[src/rtl/neuron_train_ctrl.sv]
// Training-sequence controller for a single perceptron-style neuron datapath.
// Optional epoch limit enabled by defining NEURON_EPOCH_LIMIT_EN.
module neuron_train_ctrl #(
    parameter int NUM_INPUTS = 2,
    parameter int IDX_W      = 4,
    parameter int SAMPLE_W   = 8,
    parameter int EPOCH_W    = 8,
    parameter int MAX_EPOCHS = 100
) (
    input  logic                clk,
    input  logic                rst,
    input  logic                start,
    input  logic                data_ready,
    input  logic                last_sample,
    input  logic                y_eq_t,
    output logic                done,
    output logic                busy,
    output logic                req,
    output logic                clr,
    output logic                ld_x,
    output logic                ld_y,
    output logic                ld_w,
    output logic [IDX_W-1:0]    w_idx,
    output logic                ld_b,
    output logic [SAMPLE_W-1:0] sample_cnt,
    output logic [EPOCH_W-1:0]  epoch_cnt,
    output logic                converged,
    output logic                timeout
);

    typedef enum logic [2:0] {
        IDLE, INIT, REQ, GET, CALC, UPD_W, UPD_B, EPOCH_END
    } state_t;

`ifdef NEURON_EPOCH_LIMIT_EN
    localparam bit LIMIT_EN = 1'b1;
`else
    localparam bit LIMIT_EN = 1'b0;
`endif

    localparam logic [IDX_W-1:0] W_LAST      = IDX_W'(NUM_INPUTS - 1);
    localparam logic [EPOCH_W:0] EPOCH_LIMIT = (EPOCH_W + 1)'(MAX_EPOCHS);

    state_t state;
    state_t nxt;
    logic   last_q;
    logic   err_seen;
    logic   limit_hit;

    // Compared one bit wider so a limit equal to 2**EPOCH_W is still reachable.
    assign limit_hit = LIMIT_EN && (({1'b0, epoch_cnt} + 1'b1) == EPOCH_LIMIT);

    always_comb begin
        // NOTE: default assignment first keeps this block free of inferred latches.
        nxt = state;
        case (state)
            IDLE:      if (start) nxt = INIT;
            INIT:      nxt = REQ;
            REQ:       if (data_ready) nxt = GET;
            GET:       nxt = CALC;
            CALC: begin
                if (!y_eq_t)     nxt = UPD_W;
                else if (last_q) nxt = EPOCH_END;
                else             nxt = REQ;
            end
            UPD_W:     if (w_idx == W_LAST) nxt = UPD_B;
            UPD_B:     nxt = last_q ? EPOCH_END : REQ;
            EPOCH_END: nxt = (err_seen && !limit_hit) ? REQ : IDLE;
            default:   nxt = IDLE;
        endcase
    end

    // Strobes are registered from the next state, so they equal a Moore decode
    // of the current state without a combinational path to the outputs.
    always_ff @(posedge clk or negedge rst) begin
        if (!rst) begin
            state      <= IDLE;
            done       <= 1'b1;
            busy       <= 1'b0;
            req        <= 1'b0;
            clr        <= 1'b0;
            ld_x       <= 1'b0;
            ld_y       <= 1'b0;
            ld_w       <= 1'b0;
            ld_b       <= 1'b0;
            w_idx      <= '0;
            sample_cnt <= '0;
            epoch_cnt  <= '0;
            converged  <= 1'b0;
            timeout    <= 1'b0;
            err_seen   <= 1'b0;
            last_q     <= 1'b0;
        end else begin
            // NOTE: non-blocking assignments so every register sees pre-edge values.
            state <= nxt;
            done  <= (nxt == IDLE);
            busy  <= (nxt != IDLE);
            req   <= (nxt == REQ);
            clr   <= (nxt == INIT);
            ld_x  <= (nxt == GET);
            ld_y  <= (nxt == CALC);
            ld_w  <= (nxt == UPD_W);
            ld_b  <= (nxt == UPD_B);
            w_idx <= (state == UPD_W && nxt == UPD_W) ? w_idx + 1'b1 : '0;

            case (state)
                IDLE: begin
                    if (start) begin
                        sample_cnt <= '0;
                        epoch_cnt  <= '0;
                        converged  <= 1'b0;
                        timeout    <= 1'b0;
                        err_seen   <= 1'b0;
                        last_q     <= 1'b0;
                    end
                end
                GET: begin
                    last_q <= last_sample;
                    if (sample_cnt != '1) sample_cnt <= sample_cnt + 1'b1;
                end
                UPD_B: err_seen <= 1'b1;
                EPOCH_END: begin
                    if (epoch_cnt != '1) epoch_cnt <= epoch_cnt + 1'b1;
                    if (!err_seen) begin
                        converged <= 1'b1;
                    end else if (limit_hit) begin
                        timeout   <= 1'b1;
                        converged <= 1'b0;
                    end else begin
                        sample_cnt <= '0;
                        err_seen   <= 1'b0;
                    end
                end
                default: ;
            endcase
        end
    end

endmodule

[config.mk]
export PLATFORM = sky130hd
export DESIGN_NAME = neuron_train_ctrl
export DESIGN_NICKNAME = d
export VERILOG_FILES = /design/src/rtl/neuron_train_ctrl.sv
export SDC_FILE = /design/constraint.sdc
export NUM_CORES = 1
export LEC_CHECK = 0
export ABC_CLOCK_PERIOD_IN_PS = 4230
export CAP_MARGIN = 10
export CORE_AREA = 2 2 77 79
export DETAILED_ROUTE_END_ITERATION = 6
export DIE_AREA = 0 0 79 81
export GPL_TIMING_DRIVEN = 0
export SETUP_SLACK_MARGIN = 0.5
export SKIP_CTS_REPAIR_TIMING = 1
export SLEW_MARGIN = 30
export SYNTH_ARGS = -nofsm -noshare
export SYNTH_HDL_FRONTEND = slang
export SYNTH_SLANG_ARGS = --single-unit
[constraint.sdc]
create_clock -name clk -period 4.23 [get_ports clk]
set_input_delay 0.423 -clock clk [delete_from_list [all_inputs] [get_ports clk]]
set_output_delay 0.423 -clock clk [all_outputs]
set_load 0.1 [all_outputs]
==> results of run 1 <==
flip-flops by register name, summed over array words and instances, names as in the netlist, 3 cells and up:
| name | flops |
|---|---|
| epoch_cnt | 8 |
| w_idx | 4 |
| state | 3 |
| sample_cnt | 8 |
per-stage QoR:
step	instances	area, sq um
after floorplan	166	1680
after global placement	275	2120
after detailed placement	276	2140
after CTS	284	2250
after global routing	284	2250
final	284	2250
synth_stat cells, types with 2 or more instances:
library cell / count
and4_1: 2
nor3_1: 4
nand4_1: 4
buf_2: 3
nor3b_1: 2
a22o_1: 2
o21ai_0: 5
inv_1: 7
o31ai_1: 3
nand3_1: 6
ha_1: 4
xor2_1: 2
dfrtp_1: 33
mux2i_1: 4
o211ai_1: 3
nand2_1: 15
o31ai_2: 2
nand2b_1: 6
o211a_1: 2
or3b_1: 2
a31oi_1: 4
nor2_1: 16
a21oi_1: 12
worst max-delay path by stage:
| stage | from | depth (start not counted) | end | slack (ps) |
|---|---|---|---|---|
| CTS | sample_cnt[3]$_DFFE_PN0P_ | 1 | sample_cnt[3] | 1850 |
| finish | sample_cnt[3]$_DFFE_PN0P_ | 1 | sample_cnt[3] | 1860 |
| detailed placement | start | 6 | sample_cnt[0]$_DFFE_PN0P_ | 2120 |
| global placement | rst | 1 | sample_cnt[6]$_DFFE_PN0P_ | 1960 |
| global route | sample_cnt[3]$_DFFE_PN0P_ | 1 | sample_cnt[3] | 1800 |
| floorplan | w_idx[1]$_DFF_PN0_ | 7 | busy$_DFF_PN0_ | 1820 |
power groups by stage:
| stage | Clock (W) | Sequential [W] | Combinational (W) |
|---|---|---|---|
| floorplan | 0 | 0.000876 | 0.000299 |
| global placement | 0 | 0.000491 | 0.000884 |
| detailed placement | 0 | 0.000491 | 0.000890 |
| CTS | 0.000287 | 0.000485 | 0.000893 |
| global route | 0.000302 | 0.000500 | 0.000951 |
| finish | 0.000276 | 0.000484 | 0.000888 |
area by class of cell:
class	instances	area, sq um	area share [%]
tap	75	93.8	4.17
sequential	34	852	37.9
clock buffer	8	110	4.89
inverter	7	26.3	1.17
multi-input combinational	119	767	34.1
timing repair buffer	35	363	16.1
buffer	6	37.5	1.67
cells by family (layout without fill, tap and decap cells):
family / Yosys count / in the layout / synth area share [%]
AO/OA/AOI/OAI: 38 / 38 / 15.4
adder cells (fa/ha/maj): 4 / 4 / 2.97
XOR/XNOR: 3 / 3 / 1.56
AND/OR/NAND/NOR: 68 / 68 / 22.2
flip-flops: 34 / 34 / 50.6
other: 1 / 1 / 0.223
multiplexers: 5 / 5 / 3.27
buffers and inverters: 13 / 56 / 3.79
metal layers:
layer  GRT usage (%)  share of wire (%)
met5               0                  0
met2            18.7                 47
met3            3.89                4.0
met4            3.28               0.69
met1            16.2                 49
==> impl_metrics.ini, run 1 <==
[pwr]
power_density_nw_per_um2 = 733
leakage_nw = 0.985
power.total_w = 0.00165
power.share.clock_pct = 16.7
switchingPower_w = 0.000831
p_comb_share_pct = 53.9
ir_drop_v = 0.000286
intPower_w = 0.000818
swShare_pct = 50.4
seqPwrFrac_pct = 29.4

[die]
initial_utilization_pct = 29.7
ios = 36
dieArea_sq_um = 6400
core_sq_um = 5680
die_y_um = 81
die_w_um = 79
num_rows = 28

[timing]
slew_headroom_pct = 35.0
tightestPinTransition_ps = 972
period_needed_ps = 2370
skew_ps = 1.25
worst_slack_ps = 1860
report.final.slew_viol_count = 0
tns_ps = 0
finalHoldViolCount = 0
timing.final.crit_share_pct = 56.0
setup_viol = 0
fmax_mhz = 422
hold_ws_ps = 57.9
rsz0062_at_grt = no

[clock_network]
htreeDepth = 2
cts_tree = built
path_clk_slew_ps = 70
worstSkewPairLatency_ps = 280
clkSinkCount = 34
cts_root_buf = clkbuf_8
cts_buffers = 5
clockBufferDepth = 2

[critical_path]
startpoint_type = register
worst_setup_path_end_kind = output pin
cp.arrival_ps = 1950
critPathTopFamily = buffers and inverters
crit_fanout = 8
critPathSlowestCell = clkdlybuf4s50_1
max_stage_delay_ps = 1190
crit_buf_inv = 1
r2r_start = w_idx[0]$_DFF_PN0_
crit_chain = clkdlybuf4s50_1
rrSetupSlack_ps = 2330
r2r_end = busy$_DFF_PN0_
critical_path_required_ps = 3810
reg2reg_depth = 6
worst-setup-path-type = register to output pin

[route]
ant_nets = 0
wl_mm = 3.64
viasPerCell = 4.77
drt_pass1_iterations = 4
avgRoutedWirePerCell_um = 12.8
vias = 1354
route.detailed.drc = 0
initialDrtViolationCount = 48

[synth]
synth_top_area_share_pct = 49.1
netlist_instances = 166
synth_cell_types = 46
syn-num-nets = 176
avgSynthCellArea_sq_um = 10.1
synth_area_sq_um = 1680
synth_top_cell_by_area = dfrtp_1
ys_seq_area_share_pct = 50.6
yosys-top-cells-area = dfrtp_1 49%, a21oi_1 3.6%, nor2_1 3.6%, nand2_1 3.3%, ha_1 3.0%
synth_flop_cell = dfrtp_1
ys_ff_latch = 34
yosysWarnings = 0
synth_edf_count = 0
synthArstFlopShare_pct = 100

[grt]
antenna_found_initial = 0
grtUsageTotal_pct = 12.0
grt_pass1_vias = 1277
grt_max_degree = 22
overflow = 0
grt_pass1_wl_mm = 6.04

[placement]
place.gp.congestion = 0.779
place_hpwl_mm = 2.63
place_ws_ps = 2120
io_buffers = 34

[cells_and_area]
n_antenna_cell = 0
nFillCells = 568
fin_util_pct = 39.6
syn_to_final_growth_pct = 33.7
layout.nets = 218
final_cell_mix = 33 x dfrtp_1, 33 x clkdlybuf4s50_1, 16 x nor2_1, 15 x nand2_1, 12 x a21oi_1
drive_gt1_share_pct = 10.0

[worst_hold_path]
hold_path_class = primary input to asynchronous set/reset pin

[outcome]
outcome = complete, no violations

[flow_run]
cap_violations = 0
Power figures use the tool's default switching activity.
==> inputs of run 2 (changes only) <==
- ABC_CLOCK_PERIOD_IN_PS: 4230 -> 2100
- clock period: 4.23 -> 2.1 ns (I/O delays scaled with it)
==> run 2 against run 1 <==
  * Sequential cell count stayed put
  * Sequential power is 110% higher
  * Global-route usage is 1.1 points higher
  * Combinational power is 100% higher
  * Final area is 4.1% higher
  * Clock power grew to 2.7 times the previous value
  * Critical path type is now register to register
  * Critical endpoint is now busy$_DFF_PN0_
  * Largest cell class unchanged
==> impl_metrics.ini, run 2 (synthesized netlist as in run 1, its figures left out) <==
[die]
initial_utilization_pct = 29.7
die_w_um = 79
core_sq_um = 5680
num_rows = 28
dieArea_sq_um = 6400
die_y_um = 81
ios = 36

[pwr]
ir_drop_v = 0.000830
leakage_nw = 1.14
seqPwrFrac_pct = 28.4
power.share.clock_pct = 21.1
intPower_w = 0.00184
switchingPower_w = 0.00173
p_comb_share_pct = 50.5
power_density_nw_per_um2 = 1520
swShare_pct = 48.5

[timing]
timing.final.crit_share_pct = 88.5
setup_viol = 0
tns_ps = 0
tightestPinTransition_ps = 961
rsz0062_at_grt = yes
finalHoldViolCount = 0
report.final.slew_viol_count = 0
slew_headroom_pct = 35.8
skew_ps = 2.33
period_needed_ps = 1860
fmax_mhz = 538

[critical_path]
cp.arrival_ps = 2030
startpoint_type = register
crit_fanout = 5
worst-setup-path-type = register to register
worst_setup_path_end_kind = register
rrSetupSlack_ps = 240
critical_path_required_ps = 2270

[placement]
place_hpwl_mm = 2.62
dpl_cell_area_sq_um = 2230
io_buffers = 34
place.gp.congestion = 0.804

[clock_network]
path_clk_slew_ps = 70
clkSinkCount = 34
cts_root_buf = clkbuf_8
cts_tree = built
htreeDepth = 2
clockBufferDepth = 2
cts_buffers = 5
worstSkewPairLatency_ps = 290

[flow_run]
cap_violations = 0

[grt]
grtUsageTotal_pct = 13.1
overflow = 0
antenna_found_initial = 0
grt_max_degree = 23
grt_pass1_wl_mm = 6.56
grt_pass1_vias = 1407

[outcome]
outcome = complete, no violations

[route]
viasPerCell = 4.96
initialDrtViolationCount = 93
avgRoutedWirePerCell_um = 13.1
vias = 1423
wl_mm = 3.75
route.detailed.drc = 0
ant_nets = 0
drt_pass1_iterations = 4

[cells_and_area]
n_antenna_cell = 0
reg_top3 = epoch_cnt: 8 flops, sample_cnt: 8 flops, w_idx: 4 flops
layout.nets = 221
regArea_sq_um = 906
multi_input_area_sq_um = 825
final_cell_mix = 21 x clkbuf_2, 15 x nor2_1, 14 x nand2_1, 12 x dfrtp_1
syn_to_final_growth_pct = 39.1
drive_gt1_share_pct = 35.8
nFillCells = 567
final_common_cell = clkbuf_2
final_area_sq_um = 2340

[worst_hold_path]
hold_path_class = primary input to asynchronous set/reset pin
[run 2: cell count changes in the layout (fill, tap and decap cells not counted), sizes merged]
cell,change
bufinv,+2
clkinvlp,+1
inv,-1
clkbuf,+19
dlymetal6s2s,+8
buf,+2
dlygate4sd3,+1
clkdlybuf4s50,-29
[run 2: final timing paths]
check	cells after the start	end	start
worst min-delay path	2	ld_w$_DFF_PN0_	rst
worst max register to register	6	busy$_DFF_PN0_	w_idx[0]$_DFF_PN0_
max in group asynchronous	3	done$_DFF_PN1_	rst
worst min register to register	1	epoch_cnt[6]$_DFFE_PN0P_	epoch_cnt[6]$_DFFE_PN0P_
min in group clk	3	last_q$_DFFE_PN0P_	last_sample
worst max-delay path	6	busy$_DFF_PN0_	w_idx[0]$_DFF_PN0_
[run 2: per-stage QoR]
step / cells / util, % / hold slack [ps] / total power, W / setup slack, ps
after floorplan: 166 / - / -85.6 / 0.00243 / 121
after global placement: 275 / 39.0 / 481 / 0.00284 / -201
after detailed placement: 276 / 39.4 / 143 / 0.00285 / 186
after CTS: 284 / 41.9 / -170 / 0.00361 / -37.7
after global routing: 287 / 41.2 / 401 / 0.00378 / 199
final: 287 / 41.2 / 369 / 0.00357 / 241
[run 2: metal layers]
metal	global-route usage, %	up-vias	part of all wire [%]
met2	20.5	47	46
li1	-	682	-
met4	6.38	0	2.5
met1	17.2	682	46
met3	3.00	12	6.0
met5	0	-	0
[run 2: final cells by class]
type,instances,share of cell area (%)
well taps,75,4.01
clock inverters,2,2.57
plain buffers,6,1.76
repair buffers,38,12.9
clock buffers,6,3.53
flip-flops and latches,34,38.7
inverters,7,1.28
multi-input cells,119,35.2
[run 2: power groups by stage]
stage | Clock, W | Combinational (W) | Sequential, W
2_1_floorplan | 0 | 0.000618 | 0.00182
3_3_place_gp | 0 | 0.00180 | 0.00104
3_5_place_dp | 0 | 0.00182 | 0.00103
4_1_cts | 0.000768 | 0.00182 | 0.00102
5_1_grt | 0.000804 | 0.00193 | 0.00104
6_report | 0.000753 | 0.00180 | 0.00101
[run 2: worst max-delay path, cell delays in order, from the launching register on]
cell and delay [ps]:
dfrtp_4 490, ha_4 150, or3b_4 250, a21oi_2 50, or3b_1 340, buf_2 150, or3_1 300
